## src/rtl/dbg_clk_pkg.sv

```systemverilog
// Shared definitions for the debug clock controller.
//   MODE_*  : encodings of the 2-bit mode input from the debug switches.
//   state_t : controller FSM states.
//   mode_state() : the FSM state that corresponds to a mode value.
package dbg_clk_pkg;

  localparam logic [1:0] MODE_HALT   = 2'b00;
  localparam logic [1:0] MODE_RUN    = 2'b01;
  localparam logic [1:0] MODE_STEP   = 2'b10;
  localparam logic [1:0] MODE_RUN_BP = 2'b11;

  typedef enum logic [1:0] {
    S_HALT   = 2'b00,
    S_RUN    = 2'b01,
    S_RUN_BP = 2'b10,
    S_BREAK  = 2'b11
  } state_t;

  // HALT and STEP both park the CPU in S_HALT; they differ only in
  // whether step requests are honoured.
  function automatic state_t mode_state(input logic [1:0] m);
    case (m)
      MODE_RUN:    return S_RUN;
      MODE_RUN_BP: return S_RUN_BP;
      default:     return S_HALT;
    endcase
  endfunction

endpackage

```

## src/rtl/tick_divider.sv

```systemverilog
// Free-running period divider for the CPU clock enable.
// Ports:
//   qzt_clk : system clock
//   reset   : synchronous, active-high
//   en      : count this cycle
//   clear   : force the counter back to 0 (has priority over en)
//   period  : cycles per tick; 0 behaves as 1
//   tick    : combinational terminal-count flag, qualified by en
module tick_divider #(
  parameter int DIV_W = 29
) (
  input  logic             qzt_clk,
  input  logic             reset,
  input  logic             en,
  input  logic             clear,
  input  logic [DIV_W-1:0] period,
  output logic             tick
);

  localparam logic [DIV_W-1:0] ONE = DIV_W'(1);

  logic [DIV_W-1:0] r_cnt;
  logic [DIV_W-1:0] w_last;

  assign w_last = (period == '0) ? '0 : period - ONE;

  // ">=" rather than "==" so that shrinking the period below the current
  // count fires on the next cycle instead of waiting for a full wrap.
  assign tick = en && (r_cnt >= w_last);

  always_ff @(posedge qzt_clk) begin
    if (reset || clear) begin
      r_cnt <= '0;
    end else if (en) begin
      r_cnt <= tick ? '0 : r_cnt + ONE;
    end
  end

endmodule

```

## src/rtl/dbg_clock_controller.sv

```systemverilog
// CPU clock-enable generator with halt, free-run, single-step and
// run-to-breakpoint modes. Produces a one-cycle cpu_tick enable in the
// qzt_clk domain and reports status for the LCD debug path.
// Ports:
//   qzt_clk, reset : clock and synchronous active-high reset
//   mode           : 00 HALT, 01 RUN, 10 STEP, 11 RUN_BP
//   period         : qzt_clk cycles per tick in RUN/RUN_BP (0 acts as 1)
//   step_req       : single-cycle step pulse
//   bp_addr        : breakpoint address
//   cpu_addr       : current CPU fetch address
//   cpu_tick       : registered one-cycle clock enable
//   halted         : 1 in S_HALT / S_BREAK
//   bp_hit         : sticky breakpoint flag
//   tick_count     : ticks issued since reset, wrapping
module dbg_clock_controller
  import dbg_clk_pkg::*;
#(
  parameter int ADDR_W = 8,
  parameter int DIV_W  = 29,
  parameter int CNT_W  = 16
) (
  input  logic              qzt_clk,
  input  logic              reset,
  input  logic [1:0]        mode,
  input  logic [DIV_W-1:0]  period,
  input  logic              step_req,
  input  logic [ADDR_W-1:0] bp_addr,
  input  logic [ADDR_W-1:0] cpu_addr,
  output logic              cpu_tick,
  output logic              halted,
  output logic              bp_hit,
  output logic [CNT_W-1:0]  tick_count
);

  state_t           r_state;
  logic [1:0]       r_mode;
  logic             r_first;
  logic             r_cpu_tick;
  logic             r_halted;
  logic             r_bp_hit;
  logic [CNT_W-1:0] r_tick_count;

  state_t w_state_nxt;
  logic   w_mode_chg;
  logic   w_div_en;
  logic   w_div_tick;
  logic   w_bp_match;
  logic   w_step;
  logic   w_tick;

  // A mode change is detected against the mode sampled on the previous
  // edge; during that cycle the divider is held clear and steps are
  // dropped, so the new mode always starts from a clean counter.
  assign w_mode_chg = (mode != r_mode);
  assign w_div_en   = ((r_state == S_RUN) || (r_state == S_RUN_BP)) && !w_mode_chg;

  tick_divider #(
    .DIV_W (DIV_W)
  ) u_div (
    .qzt_clk (qzt_clk),
    .reset   (reset),
    .en      (w_div_en),
    .clear   (!w_div_en),
    .period  (period),
    .tick    (w_div_tick)
  );

  // r_first exempts the first tick after entering RUN_BP, so resuming from
  // the breakpoint address does not immediately re-break.
  assign w_bp_match = w_div_tick && (r_state == S_RUN_BP) && !r_first &&
                      (cpu_addr == bp_addr);

  assign w_step = step_req && !w_mode_chg &&
                  (((r_state == S_HALT) && (r_mode == MODE_STEP)) ||
                   (r_state == S_BREAK));

  assign w_tick = (w_div_tick && !w_bp_match) || w_step;

  always_comb begin
    w_state_nxt = r_state;
    if (w_mode_chg) begin
      w_state_nxt = mode_state(mode);
    end else if (w_bp_match) begin
      w_state_nxt = S_BREAK;
    end
  end

  always_ff @(posedge qzt_clk) begin
    if (reset) begin
      r_state      <= S_HALT;
      r_mode       <= MODE_HALT;
      r_first      <= 1'b0;
      r_cpu_tick   <= 1'b0;
      r_halted     <= 1'b1;
      r_bp_hit     <= 1'b0;
      r_tick_count <= '0;
    end else begin
      r_state    <= w_state_nxt;
      r_mode     <= mode;
      r_cpu_tick <= w_tick;
      r_halted   <= (w_state_nxt == S_HALT) || (w_state_nxt == S_BREAK);

      if (w_mode_chg) begin
        r_first <= 1'b1;
      end else if (w_div_tick) begin
        r_first <= 1'b0;
      end

      // Stepping inside S_BREAK leaves the flag alone; only leaving
      // RUN_BP mode clears it.
      if (w_mode_chg && (mode != MODE_RUN_BP)) begin
        r_bp_hit <= 1'b0;
      end else if (w_bp_match) begin
        r_bp_hit <= 1'b1;
      end

      if (w_tick) begin
        r_tick_count <= r_tick_count + CNT_W'(1);
      end
    end
  end

  assign cpu_tick   = r_cpu_tick;
  assign halted     = r_halted;
  assign bp_hit     = r_bp_hit;
  assign tick_count = r_tick_count;

endmodule
```

## config.mk

```make
export PLATFORM = sky130hd
export DESIGN_NAME = dbg_clock_controller
export DESIGN_NICKNAME = d
export VERILOG_FILES = /design/src/rtl/dbg_clk_pkg.sv /design/src/rtl/tick_divider.sv /design/src/rtl/dbg_clock_controller.sv
export SDC_FILE = /design/constraint.sdc
export NUM_CORES = 1
export LEC_CHECK = 0
export CELL_PAD_IN_SITES_DETAIL_PLACEMENT = 0
export CELL_PAD_IN_SITES_GLOBAL_PLACEMENT = 2
export CORE_AREA = 2 2 115 117
export DETAILED_ROUTE_END_ITERATION = 8
export DIE_AREA = 0 0 117 119
export GPL_TIMING_DRIVEN = 0
export PLACE_DENSITY = 0.89
export SLEW_MARGIN = 20
export SYNTH_ARGS = -nofsm -noshare
export SYNTH_HDL_FRONTEND = slang
export SYNTH_SLANG_ARGS = --single-unit
export TNS_END_PERCENT = 5
```

## constraint.sdc

```tcl
create_clock -name qzt_clk -period 5.95 [get_ports qzt_clk]
set_input_delay 1.785 -clock qzt_clk [delete_from_list [all_inputs] [get_ports qzt_clk]]
set_output_delay 1.785 -clock qzt_clk [all_outputs]
set_load 0.03 [all_outputs]
```

==> results of run 1 <==
-- state kept, by name, indices dropped and copies added (netlist names) --
signal and cells:
halted 1, r_first 1, u_div.r_cnt 29, bp_hit 1, cpu_tick 1, tick_count 16, r_state 2, r_mode 2
-- path summary, 6_finish.rpt --
check	start	to	slack, ps	cells after the start
setup / recovery	period[0]	tick_count[11]$_SDFFE_PP0P_	150	20
hold / removal	u_div.r_cnt[0]$_SDFFE_PP0P_	u_div.r_cnt[0]$_SDFFE_PP0P_	500	1
setup reg to reg	u_div.r_cnt[26]$_SDFFE_PP0P_	tick_count[11]$_SDFFE_PP0P_	3440	9
hold reg to reg	u_div.r_cnt[0]$_SDFFE_PP0P_	u_div.r_cnt[0]$_SDFFE_PP0P_	500	1
-- worst max-delay path: cells and delay by family --
kind,cells,cell delay [ps]
and+or+nand+nor,8,1460
buffers and inverters,5,1090
AOI/OAI and AO/OA,4,850
adders and majority gates,2,450
muxes,1,330
-- cell families (layout without fill, tap and decap cells) --
group	Yosys count	in the layout	share of synthesized area, %
compound gates	65	65	11.0
xor+xnor	55	55	12.4
fa+ha+maj	35	35	11.3
buf+inv	23	107	2.48
flops	53	53	27.3
mux	16	16	4.57
simple gates	236	236	31.0
-- routing by layer --
metal | vias up | global-route usage [%] | part of all wire (%)
met5 | - | 0 | 0
met4 | 0 | 2.21 | 0.50
met3 | 7 | 2.39 | 2.7
met2 | 37 | 25.7 | 50
met1 | 1737 | 18.5 | 47
li1 | 1876 | - | -
-- power groups by stage --
| stage | clock network [mW] | registers [mW] | logic (mW) |
|---|---|---|---|
| 6_report | 0.281 | 0.360 | 0.116 |
| 5_1_grt | 0.307 | 0.361 | 0.129 |
| 4_1_cts | 0.291 | 0.360 | 0.113 |
| 3_5_place_dp | 0 | 0.369 | 0.112 |
| 3_3_place_gp | 0 | 0.368 | 0.109 |
| 2_1_floorplan | 0 | 0.370 | 0.0528 |
-- layout by cell type, fill, tap and decap left out, types with 3 or more instances in the layout --
| cell | synthesis | layout |
|---|---|---|
| mux2_1 | 12 | 11 |
| clkdlybuf4s50_1 | 0 | 68 |
| xnor2_1 | 25 | 25 |
| a211oi_1 | 3 | 3 |
| inv_1 | 12 | 12 |
| and3_1 | 8 | 8 |
| nor4_1 | 5 | 3 |
| clkbuf_16 | 0 | 7 |
| nand4_1 | 16 | 16 |
| buf_4 | 1 | 6 |
| ha_1 | 35 | 33 |
| nor4_2 | 4 | 5 |
| nand2_2 | 1 | 3 |
| and4_1 | 4 | 4 |
| clkbuf_1 | 4 | 6 |
| a21oi_1 | 31 | 25 |
| nor2_1 | 66 | 66 |
| a21oi_2 | 0 | 6 |
| o211ai_1 | 3 | 3 |
| nand3_1 | 19 | 19 |
| nor3_1 | 15 | 15 |
| xor2_1 | 30 | 30 |
| nand2_1 | 57 | 54 |
| nand2b_1 | 3 | 3 |
| dfxtp_1 | 53 | 53 |
| buf_2 | 5 | 3 |
| or3_1 | 4 | 3 |
| o21ai_0 | 10 | 10 |
| nor2b_1 | 17 | 16 |
-- area by class of cell --
class	instances	area (µm²)	area share, %
clock inverters	1	7.51	0.145
well taps	176	220	4.25
clock buffers	7	133	2.56
multi-input cells	407	2870	55.3
plain buffers	11	77.6	1.50
inverters	12	45.0	0.868
flip-flops and latches	53	1060	20.5
repair buffers	76	773	14.9
-- metrics by stage --
step	total power, mW	hold slack, ps	utilization (%)	worst slack, ps	setup TNS, ps
after floorplan	0.422	441	-	669	0
after global placement	0.477	472	37.2	-373	-10680
after detailed placement	0.480	476	37.2	-427	-13580
after CTS	0.765	501	38.6	11.8	0
after global routing	0.796	532	40.3	-20.6	-42.5
final	0.757	497	40.3	145	0
-- timing repair --
action                     CTS  global route
gates cloned                 0             3
setup endpoints to repair   33            42
buffers inserted             3             2
resized for setup            4            32
pin swaps                    1             8
==> run summary, run 1 <==
The flow ran to the end, and the final reports show no timing, DRC or antenna violations. Dividing total power by cell area gives a power density of 146 nW/µm². The H-tree depth reported by CTS is 2.

The highest net fanout along the worst path came out at 8. The proportion of power drawn by flip-flops and latches is 47.6%. Across the VDD grid, the largest voltage drop is 0.125 mV. Using the TritonRoute via totals, the vias-per-cell ratio works out to 4.92. The post-route DRC violation count is 0.

In this run the cell area measured after placement is 4790 µm². The total of warnings raised by yosys came out at 0. The worst clock skew is 9.70 ps.

The tightest slew margin relative to the limit is 50.4%. STA classifies the critical path startpoint as an input pin. The number of nets still failing antenna checks after routing is 0. The via count of the first global-routing pass is 3,585.

STA classifies the critical path endpoint as a flop. The total of max-cap violations came out at 0. Synthesis produced a netlist with a net count of 568. The maximum cell stage delay along the critical path is 440 ps.

TritonCTS built the clock tree. The detailed-routing iteration count for the pre-antenna-repair pass came out at 4. The initial antenna violation count came out at 0. The mean instance size in the synthesized netlist came out at 8.05 µm². The die extent in y is 119 µm. The deepest clock path buffer count is 2.

The number of enable flip-flop cells after synthesis is 0. The number of hold violations in the final report is 0. During placement, the flow inserted port buffers numbering 68. After synthesis, the most frequently instantiated cells are nor2_1, nand2_1, dfxtp_1.

The initial DRC count is 120. The final routed wire length divided by cell count is 13.4 µm. The top cell type's share of synthesized area is 27.3%. The maximum clock frequency came out at 172 MHz.

The wire length of the first global-routing pass is 16,400 µm. The count of final max-slew check failures is 0. The leakage power summed over all cells is 1.98 nW. The cell area after synthesis is 3890 µm².

For this design, the CTS-stage hold fixing added 0 buffers. The fraction of power spent switching nets came out at 24.2%. The layout overhead on the synthesized area is 33.4%. The count of distinct cell types in the synthesized netlist came out at 58. The share of the cycle needed by the critical path after routing is 97.6%.

The sequential area share after synthesis is 27.3%. Cells with a size suffix above 1 make up 9.70% of the layout. The net switching power is 0.183 mW. The signal arrival time at the worst endpoint came out at 5980 ps.

The finished cells cover 5190 µm². For this design the top-level I/O count stands at 69. After the last flow step, the layout net total stands at 651.

The filler-free cell count of the finished design came out at 743. The data required time of the critical path is 6120 ps. The count of state elements after synthesis is 53. The critical path is of the in -> reg type.

The repair_antennas step left the layout with diodes totalling 0. After clock tree synthesis, the clock-pin slew on the worst setup and hold paths is 70 ps. The async set-reset flop share out of synthesis is 0%. The dominant synthesized flop cell is dfxtp_1.

The core region is 12,900 µm². The total clock sinks came out at 53. The number of buffers created by CTS is 5. The clock network is responsible for 37.1% of the overall power. The slowest stage of the critical path is the clkdlybuf4s50_1 cell. The routed wire length is 9980 µm. In the post-synthesis netlist, the biggest area contributors are dfxtp_1, ha_1, xor2_1. The worst-skew pair later-pin latency is 290 ps. The row count came out at 42.

The via count of the routed design is 3,657. Per report_power, the combinational group accounts for 15.3% of the total. Setup violations remaining at the end of the flow were counted as 0. The most numerous cell in the Yosys netlist is nor2_1. The initial core utilization came out at 30.2%. After filler insertion, the fill cell instance count of the layout stands at 1,332. The post-layout minimum cycle time came out at 5800 ps. The total die area is 13,900 µm². The cell type with the highest aggregate area in the netlist is dfxtp_1. Cell internal power was estimated by the tool at 0.574 mW. The total global routing track utilization is 14.5%.

The cell at the root of the clock tree is clkbuf_16. The placed instance count came out at 727. The HPWL after detailed placement is 7780 µm. The actual transition at the worst max-transition pin is 739 ps. The maximum number of pins on one net before global-route repair came out at 16. The signal on the critical path passes through clkdlybuf4s50_1, inv_1, ha_2, nor2b_4, and4b_1, nand2_2, or3_1, buf_4, nor2_4, nand2_4, buf_8, nand2_1, ha_1, and4_1, a221oi_4, a21oi_4, o21ai_4, clkbuf_16, a21oi_1, mux2_1.

Routability-driven placement finished with a final weighted congestion of 0.761. The cell count after synthesis came out at 483. For this run the aggregate overflow at the end of global routing stands at 0. The horizontal die dimension is 117 µm. The min-delay analysis places its worst path in the category reg -> reg.
(Power assumes the default switching activity.)
==> run 2: changes to the inputs <==
==> constraint.sdc (replaced) <==
create_clock -name qzt_clk -period 5.95 [get_ports qzt_clk]
set_input_delay 1.785 -clock qzt_clk [delete_from_list [all_inputs] [get_ports qzt_clk]]
set_output_delay 1.785 -clock qzt_clk [all_outputs]
set_load 0.1 [all_outputs]
==> results of run 2 <==
Same layout as run 1 (identical final DEF). Status: finished, final reports clean.
Among the figures that moved: total power 0.757 mW -> 0.761 mW
==> run 3: changes to the inputs <==
- CORE_AREA: 2 2 115 117 -> 2 2 121 123
- DIE_AREA: 0 0 117 119 -> 0 0 123 125
- PLACE_DENSITY: 0.89 -> 0.86
- REMOVE_ABC_BUFFERS: default -> 1
- SYNTH_HIERARCHICAL: default -> 1
- clock period: 5.95 -> 4.9 ns (I/O delays scaled with it)
==> run summary, run 3 <==
The category of the critical setup timing path is in -> reg (unchanged). The endpoint class of the critical path is a flop (unchanged). The row count came to 44 (was 42). The number of hold buffers added after cts is 0 (unchanged). Top cells by instance count after synthesis: dfxtp_1, nand2_1, xor2_1 (was nor2_1, nand2_1, dfxtp_1). The number of buffers created by CTS came out at 5 (unchanged). The horizontal die dimension came out at 123 µm (was 117 µm). The net switching power is 0.253 mW (was 0.187 mW). The clock-pin slew reported for the worst setup and hold paths after clock tree synthesis came to 80 ps (was 70 ps). The worst-skew pair later-pin latency came out at 290 ps (about the same). The proportion of power drawn by flip-flops and latches is 46.0% (was 47.4%). The deepest clock path buffer count is 2 (unchanged). The H-tree depth reported by CTS was 2 (unchanged). The signal arrival time at the worst endpoint is 5910 ps (was 5980 ps). The tightest slew margin relative to the limit is 34.0% (was 34.6%).

The final routed wire length divided by cell count came out at 14.1 µm (was 13.4 µm). The flip-flop count of the largest register, all copies and words added is 29 (unchanged). The area taken by multi-input logic gates is 3150 µm² (was 2870 µm²). The checks that failed: setup timing. The total congestion overflow is 0 (unchanged).

The count of final max-slew check failures came to 0 (unchanged). The total die area is 15,400 µm² (was 13,900 µm²). The initial DRC count is 149 (was 120).

The number of buffers inserted by port buffering was 68 (unchanged). The compound-gate portion of the synthesized area is 12.6% (was 11.0%). The via count of the first global-routing pass came out at 3,721 (was 3,585). The wire length of the first global-routing pass came to 17,600 µm (was 16,400 µm). The total global routing track utilization came out at 13.9% (was 14.5%). The main combinational cell family by area after synthesis was simple AND/OR/NAND/NOR gates (unchanged). The standard cell core area is 14,200 µm² (was 12,900 µm²). The count of antenna diodes in the layout came out at 0 (unchanged).

The highest net fanout along the worst path is 17 (was 8). The HPWL after detailed placement came out at 7490 µm (was 7780 µm). The cell at the root of the clock tree is clkbuf_16 (unchanged).

The number of ports placed on the die boundary came out at 69 (unchanged). The number of enable flip-flop cells after synthesis was 0 (unchanged). The mean instance size in the synthesized netlist was 8.43 µm² (was 8.05 µm²). The post-route total power came to 0.949 mW (was 0.761 mW). The sequential cell area is 1060 µm² (unchanged). The sequential area share after synthesis came out at 26.3% (was 27.3%). The number of nets still failing antenna checks after routing came out at 0 (unchanged).

The layout overhead on the synthesized area is 37.1% (was 33.4%). The maximum number of pins on one net before global-route repair is 32 (was 16). The count of state elements after synthesis is 53 (unchanged).

The total of warnings raised by yosys was 6 (was 0). The via count of the routed design is 3,792 (was 3,657). The most frequent standard cell in the layout excluding fill and tap cells is dfxtp_1 (was clkdlybuf4s50_1).

The portion of total power attributed to the clock network is 38.2% (was 36.9%). The net count reported at finish was 648 (was 651). The adder and majority gate portion of the synthesized area is 10.9% (was 11.3%). The startpoint class of the critical path was an input pin (unchanged). The leakage power summed over all cells is 2.05 nW (was 1.98 nW). The weighted congestion reported at the end of routability-driven placement came out at 0.778 (was 0.761). Subtracting the final worst setup slack from the clock period gives 5680 ps. The worst vdd rail ir drop came out at 0.0996 mV (was 0.125 mV). The via-per-instance ratio came out at 5.07 (was 4.92). The worst hold path class was reg -> reg (unchanged). The fraction of final layout cells sized beyond drive strength 1 came out at 20.4% (was 9.70%). The detailed-routing iteration count for the pre-antenna-repair pass is 6 (was 4). The combinational power share is 15.8% (about the same).

The routed wire length is 10,500 µm (was 9980 µm). The dominant synthesized flop cell is dfxtp_1 (unchanged). The post-route DRC violation count came to 0 (unchanged). The internal power is 0.696 mW (was 0.574 mW). The top cell type's share of synthesized area came to 26.3% (was 27.3%). The simple-gate portion of the synthesized area came to 31.4% (was 31.0%). The cell count after synthesis came out at 478 (was 483). The proportion of synthesized area in mux cells is 2.02% (was 4.57%).

The total clock sinks is 53 (unchanged). The count of distinct cell types in the synthesized netlist is 63 (was 58). The maximum clock frequency came out at 176 MHz. The clock tree from TritonCTS is yes (unchanged). The share of the cycle needed by the critical path after routing is 116%.

The async set-reset flop share out of synthesis is 0% (unchanged). The fraction of power spent switching nets came to 26.6% (was 24.6%). The data required time of the critical path is 5130 ps (was 6120 ps). The post-synthesis share of cell area spent on xor and xnor gates is 13.2% (was 12.4%).

The top register by number of flip-flops is u_div/r_cnt (was u_div.r_cnt). Most frequent cells in the layout: dfxtp_1, clkdlybuf4s50_1, nand2_1 (was clkdlybuf4s50_1, nor2_1, nand2_1). The cell type with the highest aggregate area in the netlist was dfxtp_1 (unchanged). The setup-violating endpoint count in the final report came out at 48 (was 0). The number of fill cells came out at 1,458 (was 1,332). The initial antenna violation count was 0 (unchanged). The number of hold violations in the final report came to 0 (unchanged). The total of max-cap violations is 0 (unchanged). Setup repair after global routing could not meet its margin everywhere. The total power divided by cell area came out at 172 nW/µm² (was 147 nW/µm²). The filler-free cell count of the finished design is 748 (was 743). Result of the run: finished with violations (was finished, final reports clean). The cell area after synthesis is 4030 µm² (was 3890 µm²). The die extent in y is 125 µm (was 119 µm).

The most numerous cell in the Yosys netlist is dfxtp_1 (was nor2_1). The initial core utilization came out at 28.4% (was 30.2%). Dominant cells by area after synthesis: dfxtp_1, ha_1, xor2_1 (unchanged). The placed instance count came out at 717 (was 727). The least setup slack across all paths after layout came out at -779 ps (was 145 ps). The actual transition at the worst max-transition pin was 986 ps (was 979 ps).

The worst clock skew came out at 6.55 ps (was 9.70 ps).
## run 3: worst paths after layout
kind                              from                           end  slack, ps  depth (start not counted)
hold reg to reg   r_first$_SDFFE_PP0P_          r_first$_SDFFE_PP0P_        480                          2
setup / recovery             period[0]   tick_count[14]$_SDFFE_PP0P_       -780                         23
setup reg to reg  r_mode[0]$_SDFF_PP0_  u_div/r_cnt[17]$_SDFFE_PP0P_       1990                         10
hold / removal    r_first$_SDFFE_PP0P_          r_first$_SDFFE_PP0P_        480                          2
## run 3: layout make-up
class,instances,share of cell area (%)
Multi-Input combinational cell,401,57.0
Timing Repair Buffer,90,16.2
Sequential cell,53,19.2
Tap cell,184,4.17
Inverter,12,0.815
Clock inverter,3,0.385
Clock buffer,5,2.27
## run 3: repair_timing
item / CTS / global route
pin swaps: 31 / 19
gates cloned: 3 / 0
setup endpoints to repair: 51 / 51
resized for setup: 74 / 27
buffers inserted: 15 / 5
endpoints found under the hold margin: 0 / 0
## run 3: cells by family (layout without fill, tap and decap cells)
| group | count (synthesis) | count (layout) |
|---|---|---|
| DFF | 53 | 53 |
| adders and majority gates | 35 | 35 |
| buffers and inverters | 26 | 110 |
| muxes | 7 | 7 |
| xor gates and xnor gates | 58 | 58 |
| and+or+nand+nor | 224 | 226 |
| AOI/OAI and AO/OA | 75 | 75 |
## run 3: worst max-delay path, stage by stage
cell and delay (ps):
clkdlybuf4s50_1 450, inv_2 100, ha_4 150, nand2b_4 80, nor2b_4 120, nand3_2 110
or3_4 390, or4_4 580, buf_6 160, nand2b_1 90, ha_4 210, nand3b_1 80
a21o_1 130, a211oi_2 80, o311ai_4 360, a21boi_4 120, buf_16 150, nand4b_1 90
buf_6 140, nor4_4 40, buf_12 160, or4b_4 480, a21oi_2 130
## run 3: per-layer routing
| metal | share of wire (%) | global-route usage [%] |
|---|---|---|
| met5 | 0 | 0 |
| met4 | 0.44 | 2.21 |
| met3 | 2.5 | 2.28 |
| met2 | 50 | 23.6 |
| met1 | 48 | 18.8 |
## run 3: metrics by stage
stage	hold slack [ps]	util [%]	setup slack, ps	TNS (ps)	area, µm²
after floorplan	434	-	-2270	-74350	3930
final	480	38.9	-779	-17780	5520
after CTS	472	37.8	-910	-24400	5360
after global placement	449	34.1	-4460	-170870	4840
after detailed placement	462	34.4	-2790	-96730	4880
after global routing	498	38.9	-944	-26430	5520
## run 3: power groups by stage
| stage | combinational, mW | sequential [mW] | clock, mW |
|---|---|---|---|
| detailed placement | 0.139 | 0.447 | 0 |
| CTS | 0.145 | 0.437 | 0.376 |
| global placement | 0.137 | 0.447 | 0 |
| finish | 0.150 | 0.437 | 0.362 |
| floorplan | 0.0624 | 0.453 | 0 |
| global route | 0.166 | 0.437 | 0.399 |
